$ cat src/rtl/gpu_inst_fifo.sv
// gpu_inst_fifo: show-ahead instruction FIFO feeding the 2D GPU command path.
// The oldest entry is always visible on r_data while empty is low; a single
// r_enable pulse pops it. Occupancy is an explicit register, and sticky
// overflow/underflow flags help during bring-up.
// Optional feature: define GPU_INST_FIFO_WATERMARK_EN to build a registered
// almost_full output; otherwise almost_full is tied low.
module gpu_inst_fifo #(
  parameter int DATA_W    = 82,
  parameter int DEPTH     = 8,
  parameter int AF_MARGIN = 2
) (
  input  logic                     clk,
  input  logic                     rst,
  input  logic                     w_enable,
  input  logic [DATA_W-1:0]        w_data,
  output logic                     full,
  input  logic                     r_enable,
  output logic [DATA_W-1:0]        r_data,
  output logic                     empty,
  output logic [$clog2(DEPTH):0]   count,
  output logic                     almost_full,
  output logic                     overflow,
  output logic                     underflow,
  input  logic                     clear_err
);

  localparam int AW = $clog2(DEPTH);
  localparam int CW = AW + 1;
  localparam logic [CW-1:0] FULL_COUNT = CW'(DEPTH);

  logic [DATA_W-1:0] mem_q [DEPTH];
  logic [AW-1:0]     wptr_q, wptr_d;
  logic [AW-1:0]     rptr_q, rptr_d;
  logic [CW-1:0]     count_q, count_d;
  logic              overflow_q, overflow_d;
  logic              underflow_q, underflow_d;
  logic              isFull, isEmpty;
  logic              pushOk, popOk;

  // Status is decoded only from the registered count, so it never glitches.
  assign isFull  = (count_q == FULL_COUNT);
  assign isEmpty = (count_q == '0);

  // A push into a full FIFO is allowed when the head is leaving the same cycle.
  assign pushOk = w_enable & (~isFull | r_enable);
  assign popOk  = r_enable & ~isEmpty;

  // Pointer and occupancy next-state; pointers wrap by natural overflow.
  always_comb begin
    wptr_d  = wptr_q;
    rptr_d  = rptr_q;
    count_d = count_q;
    if (pushOk) begin
      wptr_d = wptr_q + AW'(1);
    end
    if (popOk) begin
      rptr_d = rptr_q + AW'(1);
    end
    unique case ({pushOk, popOk})
      2'b10:   count_d = count_q + CW'(1);
      2'b01:   count_d = count_q - CW'(1);
      default: count_d = count_q;
    endcase
  end

  // Sticky error flags; a new error wins over a same-cycle clear.
  always_comb begin
    overflow_d  = overflow_q;
    underflow_d = underflow_q;
    if (clear_err) begin
      overflow_d  = 1'b0;
      underflow_d = 1'b0;
    end
    if (w_enable & isFull & ~r_enable) begin
      overflow_d = 1'b1;
    end
    if (r_enable & isEmpty) begin
      underflow_d = 1'b1;
    end
  end

  // Control state register; reset discards every entry and beats push/pop.
  always_ff @(posedge clk) begin
    if (rst) begin
      wptr_q      <= '0;
      rptr_q      <= '0;
      count_q     <= '0;
      overflow_q  <= 1'b0;
      underflow_q <= 1'b0;
    end else begin
      wptr_q      <= wptr_d;
      rptr_q      <= rptr_d;
      count_q     <= count_d;
      overflow_q  <= overflow_d;
      underflow_q <= underflow_d;
    end
  end

  // Storage array is not reset; only accepted pushes outside reset write it.
  always_ff @(posedge clk) begin
    if (!rst && pushOk) begin
      mem_q[wptr_q] <= w_data;
    end
  end

  // Show-ahead head read from registered storage; zeros while empty.
  assign r_data = isEmpty ? '0 : mem_q[rptr_q];

  assign full      = isFull;
  assign empty     = isEmpty;
  assign count     = count_q;
  assign overflow  = overflow_q;
  assign underflow = underflow_q;

`ifdef GPU_INST_FIFO_WATERMARK_EN
  logic almostFull_q, almostFull_d;

  // Watermark tracks the occupancy that the next edge will produce.
  always_comb begin
    almostFull_d = (count_d >= CW'(DEPTH - AF_MARGIN));
  end

  // Register the watermark alongside count so both change on the same edge.
  always_ff @(posedge clk) begin
    if (rst) begin
      almostFull_q <= 1'b0;
    end else begin
      almostFull_q <= almostFull_d;
    end
  end

  assign almost_full = almostFull_q;
`else
  assign almost_full = 1'b0;
`endif

endmodule

$ cat config.mk
export PLATFORM = sky130hd
export DESIGN_NAME = gpu_inst_fifo
export DESIGN_NICKNAME = d
export VERILOG_FILES = /design/src/rtl/gpu_inst_fifo.sv
export SDC_FILE = /design/constraint.sdc
export NUM_CORES = 1
export LEC_CHECK = 0
export ABC_AREA = 1
export CAP_MARGIN = 25
export CORE_ASPECT_RATIO = 0.8
export CORE_MARGIN = 8
export CORE_UTILIZATION = 45
export CTS_BUF_LIST = sky130_fd_sc_hd__clkbuf_4
export CTS_CLUSTER_SIZE = 16
export DETAILED_ROUTE_END_ITERATION = 12
export PLACE_DENSITY = 0.66
export SETUP_SLACK_MARGIN = 0.5
export SLEW_MARGIN = 10
export SYNTH_ARGS = -nofsm -noshare
export SYNTH_HDL_FRONTEND = slang
export SYNTH_SLANG_ARGS = --single-unit
export TNS_END_PERCENT = 30
$ cat constraint.sdc
create_clock -name clk -period 8.9 [get_ports clk]
set_input_delay 2.225 -clock clk [delete_from_list [all_inputs] [get_ports clk]]
set_output_delay 2.225 -clock clk [all_outputs]
set_load 0.05 [all_outputs]
### After elaboration in Yosys (flattened, before gate mapping)

Memories as Yosys holds them, arrays and structs flattened. A register that Yosys moved wholly into a read port is not among the register bits.
Cells that the tools add are included.

| storage, ports and cells | value |
|---|---|
| register bits | 12 |
| latch bits | 0 |
| bits in writable memories | 656 |
| bits in read-only memories | 0 |
| input port bits | 87 |
| output and inout port bits | 91 |
| logic and storage cells | 37 |
| memories kept | 1 |

Memory list:

| memory | words | width | read ports | clocked after memory_dff | write ports | line | text |
|---|---|---|---|---|---|---|---|
| mem_q | 8 | 82 | 1 | 1 | 1 | 31 | `logic [DATA_W-1:0] mem_q [DEPTH];` |

| operators by class | value |
|---|---|
| $add $sub $neg | 4 |
| $mul | 0 |
| divide/modulo/power cells | 0 |
| order comparisons | 0 |
| equal/unequal tests | 3 |
| shift-type cells | 0 |
| multiplexer cells | 9 |
| bitwise operators | 9 |
| reductions and logical operators | 6 |

Operator list:

| operator | count |
|---|---|
| $mux 82 | 1 |
| $pmux 4 s2 | 1 |
| $add 3x1->3 const B | 2 |
| $mux 3 | 2 |
| $reduce_bool 2->1 | 3 |
| $and 1x1->1 | 5 |
| $mux 1 | 5 |
| $add 4x1->4 const B | 1 |
| $eq 4x4->1 const B | 1 |
| $logic_not 4->1 | 1 |
| $sub 4x1->4 const B | 1 |
| $not 1->1 | 3 |
| $eq 2x1->1 const B | 1 |
| $eq 2x2->1 const B | 1 |
| $logic_and 1x1->1 | 1 |
| $logic_not 1->1 | 1 |
| $or 1x1->1 | 1 |

### Longest topological paths before layout

Gate-level depths: netlist of run 1.

| logic depth | value |
|---|---|
| word-level depth | 7 |
| depth in mapped cells | 14 |
| gate-level depth less buffers | 14 |

### Worst setup path before layout of run 1

No wires, ideal clock.

| timing path | value |
|---|---|
| path kind | input -> register |
| start | input r_enable |
| end | memory mem_q[4][0] (enable) |
| library setup time | 624 ps |
| arrival time | 8236 ps |
| required time | 8276 ps |
| slack | 40 ps |
| stages | 6 |
| path buffers | 0 |
| cells stage by stage | inv_1 nand4_1 nand2_1 inv_1 nand2_1 nor3_1 |

| between the ends | value |
|---|---|
| word-level cells in the longest chain between the ends | 5 |

Ends and longest elaborated chain:

| what | line | text |
|---|---|---|
| start, declared | 17 | `input logic r_enable,` |
| $or 1x1->1 | 45 | `assign pushOk = w_enable & (~isFull \| r_enable);` |
| $and 1x1->1 | 45 |  |
| $logic_and 1x1->1 | 101 | `if (!rst && pushOk) begin` |
| $mux 1 | 101 |  |
| $mux 1 (not written as such) | 102 | `mem_q[wptr_q] <= w_data;` |
| end, declared | 31 |  |

Every way passes these cells.

==> impl_metrics.ini, run 1 <==
[power_and_ir_drop]
ir_drop_uv = 212
netSwitchingFraction_pct = 38.7
net-switching-power_mw = 3.76
p_clk_share_pct = 26.2
combinationalPowerShare_pct = 36.4
p_int_mw = 5.97
p_leak_nw = 10.5
fin_total_pwr_mw = 9.73
p_seq_share_pct = 37.5
powerDensity_nw_per_um2 = 316

[placed_design]
dpl.hpwl_um = 31700
place_congestion = 0.734
numPortBuffers = 176

[detailed_routing]
num_vias = 17000
route.met2.wl_um = 30000
wl_um = 62700
dr.pass1.iters = 5
wl_met1_um = 27300
via_per_inst = 5.38
highest_layer = met5
drtAntennaViolNets = 0
wl_met3_um = 3960
drtIter0Drc = 1555
drc = 0
wire_per_inst_um = 19.8

[grt]
grt_max_degree = 201
grt_antenna_before_repair = 9
grt_pass1_wl_um = 96000
grt_pass1_vias = 17100
grt-ovfl-total = 0
grt_usage_pct = 18.5

[floorplan]
core_area_sq_um = 58000
die_x_um = 286
die-area_sq_um = 66600
die-height_um = 232
rows = 79
io_pins = 178
initial_utilization_pct = 45.4

[clocking]
cts.htree.levels = 4
clk_latency_ns = 0.99
postCtsHoldBufs = 0
clkSlewWorstSetupHoldPaths_ns = 0.06
cts_made_buffers = 167
root_buffer = clkbuf_4
cts_resized = 0
cts_setup_buffers = 0
numClockSinks = 671
cts_tree = built
cts_buffer_depth = 3

[timing]
rsz0062_at_grt = no
setup_tns_ns = 0
worst_pin_slew_ns = 1.05
setup_viol = 0
finalCritPeriodShare_pct = 75.9
max_freq_ghz = 0.148
relSlewSlack_pct = 29.8
hold_viol = 0
final_max_slew_viol_count = 0
skew_ns = 0.0660
fin_crit_ns = 6.76

[worst_setup_path]
crit_arrival_ns = 4.53
rrSetupSlack_ns = 5.41
reg2reg_from = count[2]
critical_path_class = flop to output port
rr_worst_depth = 14
crit_top_cell = nor2_1
crit_slowest_cell = clkdlybuf4s50_1
crit_required_ns = 6.68
max_stage_delay_ns = 0.88
crit_chain = buf_12 > inv_2 > buf_4 > o21ai_0 > o22ai_1 > nor2_1 > nor2_1 > clkdlybuf4s50_1
start_kind = flop
r2r_end = count[2]
cp_max_fo = 58
crit_path_end_kind = output port

[logic_synthesis]
syn_area_sq_um = 26300
synth_cell_types = 26
async_flop_share_pct = 0
synth-seq-cells = 671
avgSynthCellArea_sq_um = 12.9
syn_nets = 2140
yosys_warnings = 0
syn_inst = 2048
synth_edf_count = 656
synthFlopType = edfxtp_1
seq_area_frac_synth_pct = 76.0

[min_path]
min_to = underflow
worstHoldStart = underflow
hold_class = flop to flop
hold_depth = 2

[final_layout]
final_cell_mix = edfxtp_1 (656), nor2_1 (582), o21ai_0 (251)
drive_above_1_share_pct = 12.4
final_common_cell = edfxtp_1
final_nets = 2378
area_growth_pct = 17.1

[run]
max_cap_viol_count = 0

[status]
outcome = finished clean
## cell families after synthesis
group,share of synthesized area (%)
and+or+nand+nor,10.1
DFF,76.0
AOI/OAI and AO/OA,10.9
buffers and inverters,2.71
adders and majority gates,0.238
xor gates and xnor gates,0.133
other,0.0142
## sequential cells by signal, summed over array words and instances (netlist names), named ones only
signal	flops
count	4
mem_q	656
overflow	1
rptr_q	3
underflow	1
wptr_q	3
## Yosys cell counts, drive strengths merged, types with 2 or more instances
cell / count / share of area, %
edfxtp: 656 / 75
nor2: 586 / 8.4
o21ai: 335 / 6.4
nand2: 103 / 1.5
o211ai: 82 / 2.3
o22ai: 82 / 1.9
clkbuf: 69 / 1.0
buf: 66 / 1.4
inv: 19 / 0.27
dfxtp: 15 / 1.1
a21oi: 11 / 0.21
nand3: 7 / 0.13
ha: 5 / 0.24
nor3: 4 / 0.076
xnor2: 2 / 0.067
xor2: 2 / 0.067
## metal layers
layer / track usage (%) / vias up
met1: 23.9 / 8381
met4: 7.66 / 10
met5: 0 / -
li1: - / 8017
met3: 4.78 / 126
met2: 29.9 / 515
## power by group through the flow
stage / Clock [mW] / Combinational, mW / Sequential [mW]
3_5_place_dp: 0 / 3.54 / 3.74
6_report: 2.55 / 3.54 / 3.65
4_1_cts: 2.63 / 3.55 / 3.67
2_1_floorplan: 0 / 2.41 / 3.70
3_3_place_gp: 0 / 3.50 / 3.74
5_1_grt: 2.77 / 3.80 / 3.66
## area by class of cell
| type | count | area [sq um] |
|---|---|---|
| inverters | 20 | 82.6 |
| multi-input cells | 1222 | 5680 |
| fillers | 4871 | 27200 |
| well taps | 769 | 962 |
| repair buffers | 204 | 2000 |
| clock buffers | 245 | 1840 |
| diodes | 8 | 20.0 |
| clock inverters | 28 | 241 |
| flip-flops and latches | 671 | 20000 |
## worst max path at each step
stage | from | end | slack [ns] | cells past startpoint
after floorplan | r_enable | mem_q[4][0] | 0.04 | 6
after global placement | flop | r_data[73] | 3.03 | 7
after detailed placement | flop | r_data[78] | 3.06 | 7
after CTS | flop | r_data[73] | 1.92 | 6
after global routing | flop | r_data[78] | 1.80 | 8
final | flop | r_data[78] | 2.14 | 8
## per-stage QoR
stage	util [%]	cell area (sq um)	hold WS [ns]	cells	setup slack, ns
6_report	53.1	30800	0.465	3167	2.14
5_1_grt	53.1	30800	0.493	3164	1.80
4_1_cts	53.1	30800	0.465	3158	1.92
3_5_place_dp	49.5	28700	0.456	2885	3.06
3_3_place_gp	49.5	28700	0.448	2885	3.03
2_1_floorplan	-	26300	0.433	2048	0.0405
## critical path: cells and delay by family (launching register included)
family / cells / cell delay (ns)
buffers and inverters: 4 / 2.26
AO/OA/AOI/OAI: 2 / 0.35
AND/OR/NAND/NOR: 2 / 0.41
flip-flops: 1 / 0.50
No activity file was read; power rests on OpenSTA's default activity.
==> run 2: changes to the inputs <==
--- a/config.mk
+++ b/config.mk
@@ -13,7 +13,6 @@
 export CTS_BUF_LIST = sky130_fd_sc_hd__clkbuf_4
 export CTS_CLUSTER_SIZE = 16
 export DETAILED_ROUTE_END_ITERATION = 12
-export PLACE_DENSITY = 0.66
 export SETUP_SLACK_MARGIN = 0.5
 export SLEW_MARGIN = 10
 export SYNTH_ARGS = -nofsm -noshare
==> constraint.sdc (replaced) <==
create_clock -name clk -period 6.6 [get_ports clk]
set_input_delay 1.65 -clock clk [delete_from_list [all_inputs] [get_ports clk]]
set_output_delay 1.65 -clock clk [all_outputs]
set_load 0.05 [all_outputs]
==> run 2 against run 1 <==
Utilization up 0.28 points. Critical path depth unchanged. Register-to-register slack worse by 1.8 ns. Clock power rose by 35%. First-iteration DRC count decreased by 20%. Via count is 0.45% lower. Critical endpoint is now r_data[40]. Largest cell class unchanged. Largest power group unchanged. Highest routed layer unchanged.
==> impl_metrics.ini, run 2 (synthesis gave the netlist of run 1 again) <==
[status]
outcome = finished clean

[placed_design]
place_congestion = 0.723
dpl.hpwl_um = 32600
numPortBuffers = 176
dpl_worst_slack_ns = 1.71

[grt]
grt_usage_pct = 19.0
grt-ovfl-total = 0
grt_pass1_wl_um = 97500
grt_pass1_vias = 17300
grt_antenna_before_repair = 9
grt_max_degree = 175

[worst_setup_path]
max_stage_delay_ns = 0.87
crit_slowest_cell = clkdlybuf4s50_1
crit_path_end_kind = output port
critical_path_class = flop to output port
crit_chain = buf_4 > nor2_1 > nor2_1 > o21ai_0 > o211ai_1 > nand2_1 > nor2_1 > clkdlybuf4s50_1
crit_required_ns = 4.95
start_kind = flop
crit_arrival_ns = 4.18
cp_max_fo = 73
crit_top_cell = nor2_1

[final_layout]
largest_reg_flops = 656
final_common_cell = edfxtp_1
final_nets = 2385
fin_util_pct = 53.4
area_growth_pct = 17.7
drive_above_1_share_pct = 12.7
seq_area_sq_um = 20000
largest-register = mem_q
multi_input_area_sq_um = 5680
final_cell_mix = edfxtp_1 (656), nor2_1 (582), o21ai_0 (251)
n_fill_cell = 4931

[clocking]
numClockSinks = 671
clk_latency_ns = 1.01
cts.htree.levels = 4
cts_resized = 0
cts_tree = built
postCtsHoldBufs = 0
cts_setup_buffers = 0
clkSlewWorstSetupHoldPaths_ns = 0.06
cts_made_buffers = 168
root_buffer = clkbuf_4
cts_buffer_depth = 3

[timing]
rsz0062_at_grt = no
worst_pin_slew_ns = 0.913
max_freq_ghz = 0.172
finalCritPeriodShare_pct = 88.3
hold_viol = 0
skew_ns = 0.0645
final_max_slew_viol_count = 0
fin_crit_ns = 5.83
setup_ws_ns = 0.774
setup_tns_ns = 0
setup_viol = 0
relSlewSlack_pct = 39.1

[power_and_ir_drop]
combinationalPowerShare_pct = 36.5
p_seq_share_pct = 37.3
powerDensity_nw_per_um2 = 425
p_int_mw = 8.05
p_leak_nw = 10.5
p_clk_share_pct = 26.2
ir_drop_uv = 284
netSwitchingFraction_pct = 38.9
fin_total_pwr_mw = 13.2
net-switching-power_mw = 5.13

[floorplan]
die-area_sq_um = 66600
die-height_um = 232
core_area_sq_um = 58000
io_pins = 178
rows = 79
die_x_um = 286
initial_utilization_pct = 45.4

[detailed_routing]
num_vias = 17000
wire_per_inst_um = 20.0
dr.pass1.iters = 5
drc = 0
drtIter0Drc = 1239
wl_um = 63700
drtAntennaViolNets = 0
via_per_inst = 5.34

[run]
max_cap_viol_count = 0

[min_path]
hold_class = flop to flop
[run 2: cell count changes in the layout (fill, tap and decap cells not counted), sizes merged]
cell and delta:
clkbuf -5, diode +2, clkinv +8, inv +2
buf +6
[run 2: area by class of cell]
type	count	area share, %
tap	769	3.10
antenna	10	0.0807
inverter	20	0.266
clock buffer	240	5.81
clock inverter	38	0.941
sequential	671	64.6
timing repair buffer	210	6.91
multi-input combinational	1222	18.3
[run 2: path summary, 6_finish.rpt]
kind                  end  slack, ns  cells after the start  startpoint
min reg2reg          flop       0.46                      2   rptr_q[2]
min                  flop       0.46                      2   rptr_q[2]
max reg2reg  mem_q[3][38]       3.59                      7    count[1]
max            r_data[40]       0.77                      8        flop
[run 2: metrics by stage]
step	cells	hold WS (ns)	cell area (sq um)
floorplan	2048	0.433	26300
global placement	2892	0.436	28900
detailed placement	2892	0.449	28900
CTS	3170	0.461	31000
global route	3178	0.499	31000
finish	3180	0.463	31000
[run 2: worst max-delay path: cells and delay by family (launching register included)]
family,cells,cell delay [ns]
DFF,1,0.76
AOI/OAI and AO/OA,2,0.24
and+or+nand+nor,4,0.57
buffers and inverters,2,1.58
[run 2: power groups by stage]
stage | clock (mW) | combinational [mW] | sequential (mW)
floorplan | 0 | 3.25 | 4.99
global placement | 0 | 4.82 | 5.00
detailed placement | 0 | 4.86 | 5.01
CTS | 3.56 | 4.88 | 4.92
global route | 3.77 | 5.20 | 4.93
finish | 3.45 | 4.81 | 4.91
[run 2: per-layer routing]
metal / routed length (um) / vias to the layer above / global-route usage (%)
li1: - / 8050 / -
met1: 28600 / 8378 / 24.9
met2: 30100 / 435 / 30.1
met3: 3680 / 100 / 4.47
met4: 1190 / 10 / 8.29
met5: 67 / - / 0
==> run 3: changes to the inputs <==
--- a/config.mk
+++ b/config.mk
@@ -13,6 +13,7 @@
 export CTS_BUF_LIST = sky130_fd_sc_hd__clkbuf_4
 export CTS_CLUSTER_SIZE = 16
 export DETAILED_ROUTE_END_ITERATION = 12
+export GPL_TIMING_DRIVEN = 0
 export SETUP_SLACK_MARGIN = 0.5
 export SLEW_MARGIN = 10
 export SYNTH_ARGS = -nofsm -noshare
==> run 3 against run 2 <==
Clock power decreased by 3%. Sequential share of layout area fell by 1.7 points. Hold slack improved by 0.0027 ns. Non-clock buffer count rose by 156. Global-route usage grew 2.3 points. Register-to-register slack improved by 0.15 ns. Maximum frequency grew 3.8%. Die area did not move.
==> impl_metrics.ini, run 3 (synthesis gave the netlist of run 1 again) <==
[power_and_ir_drop]
net-switching-power_mw = 5.44
p_seq_share_pct = 36.0
combinationalPowerShare_pct = 39.1
p_leak_nw = 11.0
powerDensity_nw_per_um2 = 423
p_int_mw = 8.02
ir_drop_uv = 336
netSwitchingFraction_pct = 40.4
p_clk_share_pct = 24.9

[timing]
setup_ws_ns = 0.989
finalCritPeriodShare_pct = 85.0
fin_crit_ns = 5.61
max_freq_ghz = 0.178
rsz0062_at_grt = no
skew_ns = 0.0519
setup_viol = 0
final_max_slew_viol_count = 0
hold_ws_ns = 0.466
worst_pin_slew_ns = 1.06
hold_viol = 0
relSlewSlack_pct = 29.1

[clocking]
cts_setup_buffers = 0
clkSlewWorstSetupHoldPaths_ns = 0.07
cts_tree = built
numClockSinks = 671
cts_buffer_depth = 3
cts_made_buffers = 165
cts.htree.levels = 4
clk_latency_ns = 0.98
postCtsHoldBufs = 0
root_buffer = clkbuf_4
cts_resized = 0

[worst_setup_path]
r2r_end = mem_q[2][46]
reg2reg_from = count[1]
crit_family = buffers and inverters
critical_path_class = flop to output port
crit_path_end_kind = output port
rr_worst_depth = 10
max_stage_delay_ns = 0.89
rrSetupSlack_ns = 3.74
crit_arrival_ns = 3.96
start_kind = flop
critPathBufInv = 3
crit_chain = buf_2 > clkbuf_1 > o21ai_0 > o211ai_1 > nand2_1 > nor2_1 > clkdlybuf4s50_1
cp_max_fo = 10
crit_required_ns = 4.95
crit_slowest_cell = clkdlybuf4s50_1

[floorplan]
die-height_um = 232
die-area_sq_um = 66600
core_area_sq_um = 58000
initial_utilization_pct = 45.4
die_x_um = 286
io_pins = 178
rows = 79

[detailed_routing]
wl_um = 72000
drtIter0Drc = 1578
num_vias = 18100
drtAntennaViolNets = 0
via_per_inst = 5.43
wire_per_inst_um = 21.6
drc = 0
dr.pass1.iters = 7

[final_layout]
final_common_cell = edfxtp_1
n_fill_cell = 4783
largest_reg_flops = 656
largest-register = mem_q
drive_above_1_share_pct = 14.8
final_nets = 2538
area_growth_pct = 20.8
final_cell_mix = edfxtp_1 (656), nor2_1 (582), o21ai_0 (251)
final_cells = 3329

[min_path]
hold_depth = 2
min_to = overflow
worstHoldStart = overflow
hold_class = flop to flop

[grt]
grt_max_degree = 26
grt_usage_pct = 21.3
grt_pass1_vias = 17600
grt-ovfl-total = 0
grt_pass1_wl_um = 106000
grt_antenna_before_repair = 3

[placed_design]
dpl.hpwl_um = 47000
placed_cells = 3048
numPortBuffers = 176
place_congestion = 0.797
dpl_worst_slack_ns = 1.98

[run]
max_cap_viol_count = 0

[status]
outcome = finished clean
[run 3: cell count changes in the layout (fill, tap and decap cells not counted), moves of 3 or more]
| cell | change |
|---|---|
| buf_1 | +12 |
| buf_16 | +6 |
| buf_2 | +42 |
| buf_4 | +12 |
| buf_6 | +16 |
| clkbuf_1 | +59 |
| clkbuf_2 | +10 |
| clkbuf_4 | -16 |
| clkinv_1 | +7 |
| clkinv_2 | +9 |
| dfxtp_1 | +3 |
| dfxtp_4 | -3 |
| diode_2 | -7 |
[run 3: final cells by class]
cell class	instances	area [sq um]	share of cell area [%]
diodes	3	7.51	0.0236
flip-flops and latches	671	20000	62.9
well taps	769	962	3.02
inverters	20	75.1	0.236
clock inverters	54	340	1.07
clock buffers	224	1680	5.29
repair buffers	231	2440	7.67
plain buffers	135	639	2.01
multi-input cells	1222	5670	17.8
[run 3: how the worst max path moves through the flow]
stage | from | to | slack, ns | depth (start not counted)
floorplan | r_enable | mem_q[4][0] | -1.68 | 6
global placement | r_enable | mem_q[0][44] | -7.98 | 7
CTS | flop | r_data[81] | 0.85 | 7
global route | flop | r_data[81] | 0.80 | 7
detailed placement | flop | r_data[81] | 1.98 | 7
finish | flop | r_data[81] | 0.99 | 7
[run 3: worst reg2reg max path: cells and delay by family, from the launching register on]
kind / cells / cell delay (ns)
buf+inv: 5 / 0.99
flops: 1 / 0.45
simple gates: 5 / 1.12
[run 3: routing by layer]
| metal | track usage (%) | share of wire (%) | vias to the layer above | wire, um |
|---|---|---|---|---|
| li1 | - | - | 8351 | - |
| met1 | 28.6 | 43 | 8841 | 30700 |
| met2 | 33.9 | 48 | 807 | 34600 |
| met3 | 4.96 | 7.9 | 85 | 5680 |
| met4 | 7.20 | 1.4 | 0 | 998 |
| met5 | 0 | 0 | - | 0 |
[run 3: power groups by stage]
stage | Combinational (mW) | Clock (mW) | Sequential (mW)
floorplan | 3.25 | 0 | 4.99
detailed placement | 5.28 | 0 | 4.94
CTS | 5.30 | 3.44 | 4.85
finish | 5.26 | 3.36 | 4.85
global placement | 5.22 | 0 | 4.97
global route | 5.62 | 3.66 | 4.86
[run 3: through the flow]
step,setup TNS [ns],power [mW],util [%],instance area (sq um)
after floorplan,-552.45,8.24,-,26300
after global placement,-3493.30,10.2,50.1,29100
after detailed placement,0,10.2,51.3,29800
after CTS,0,13.6,54.8,31800
after global routing,0,14.1,54.8,31800
final,0,13.5,54.8,31800
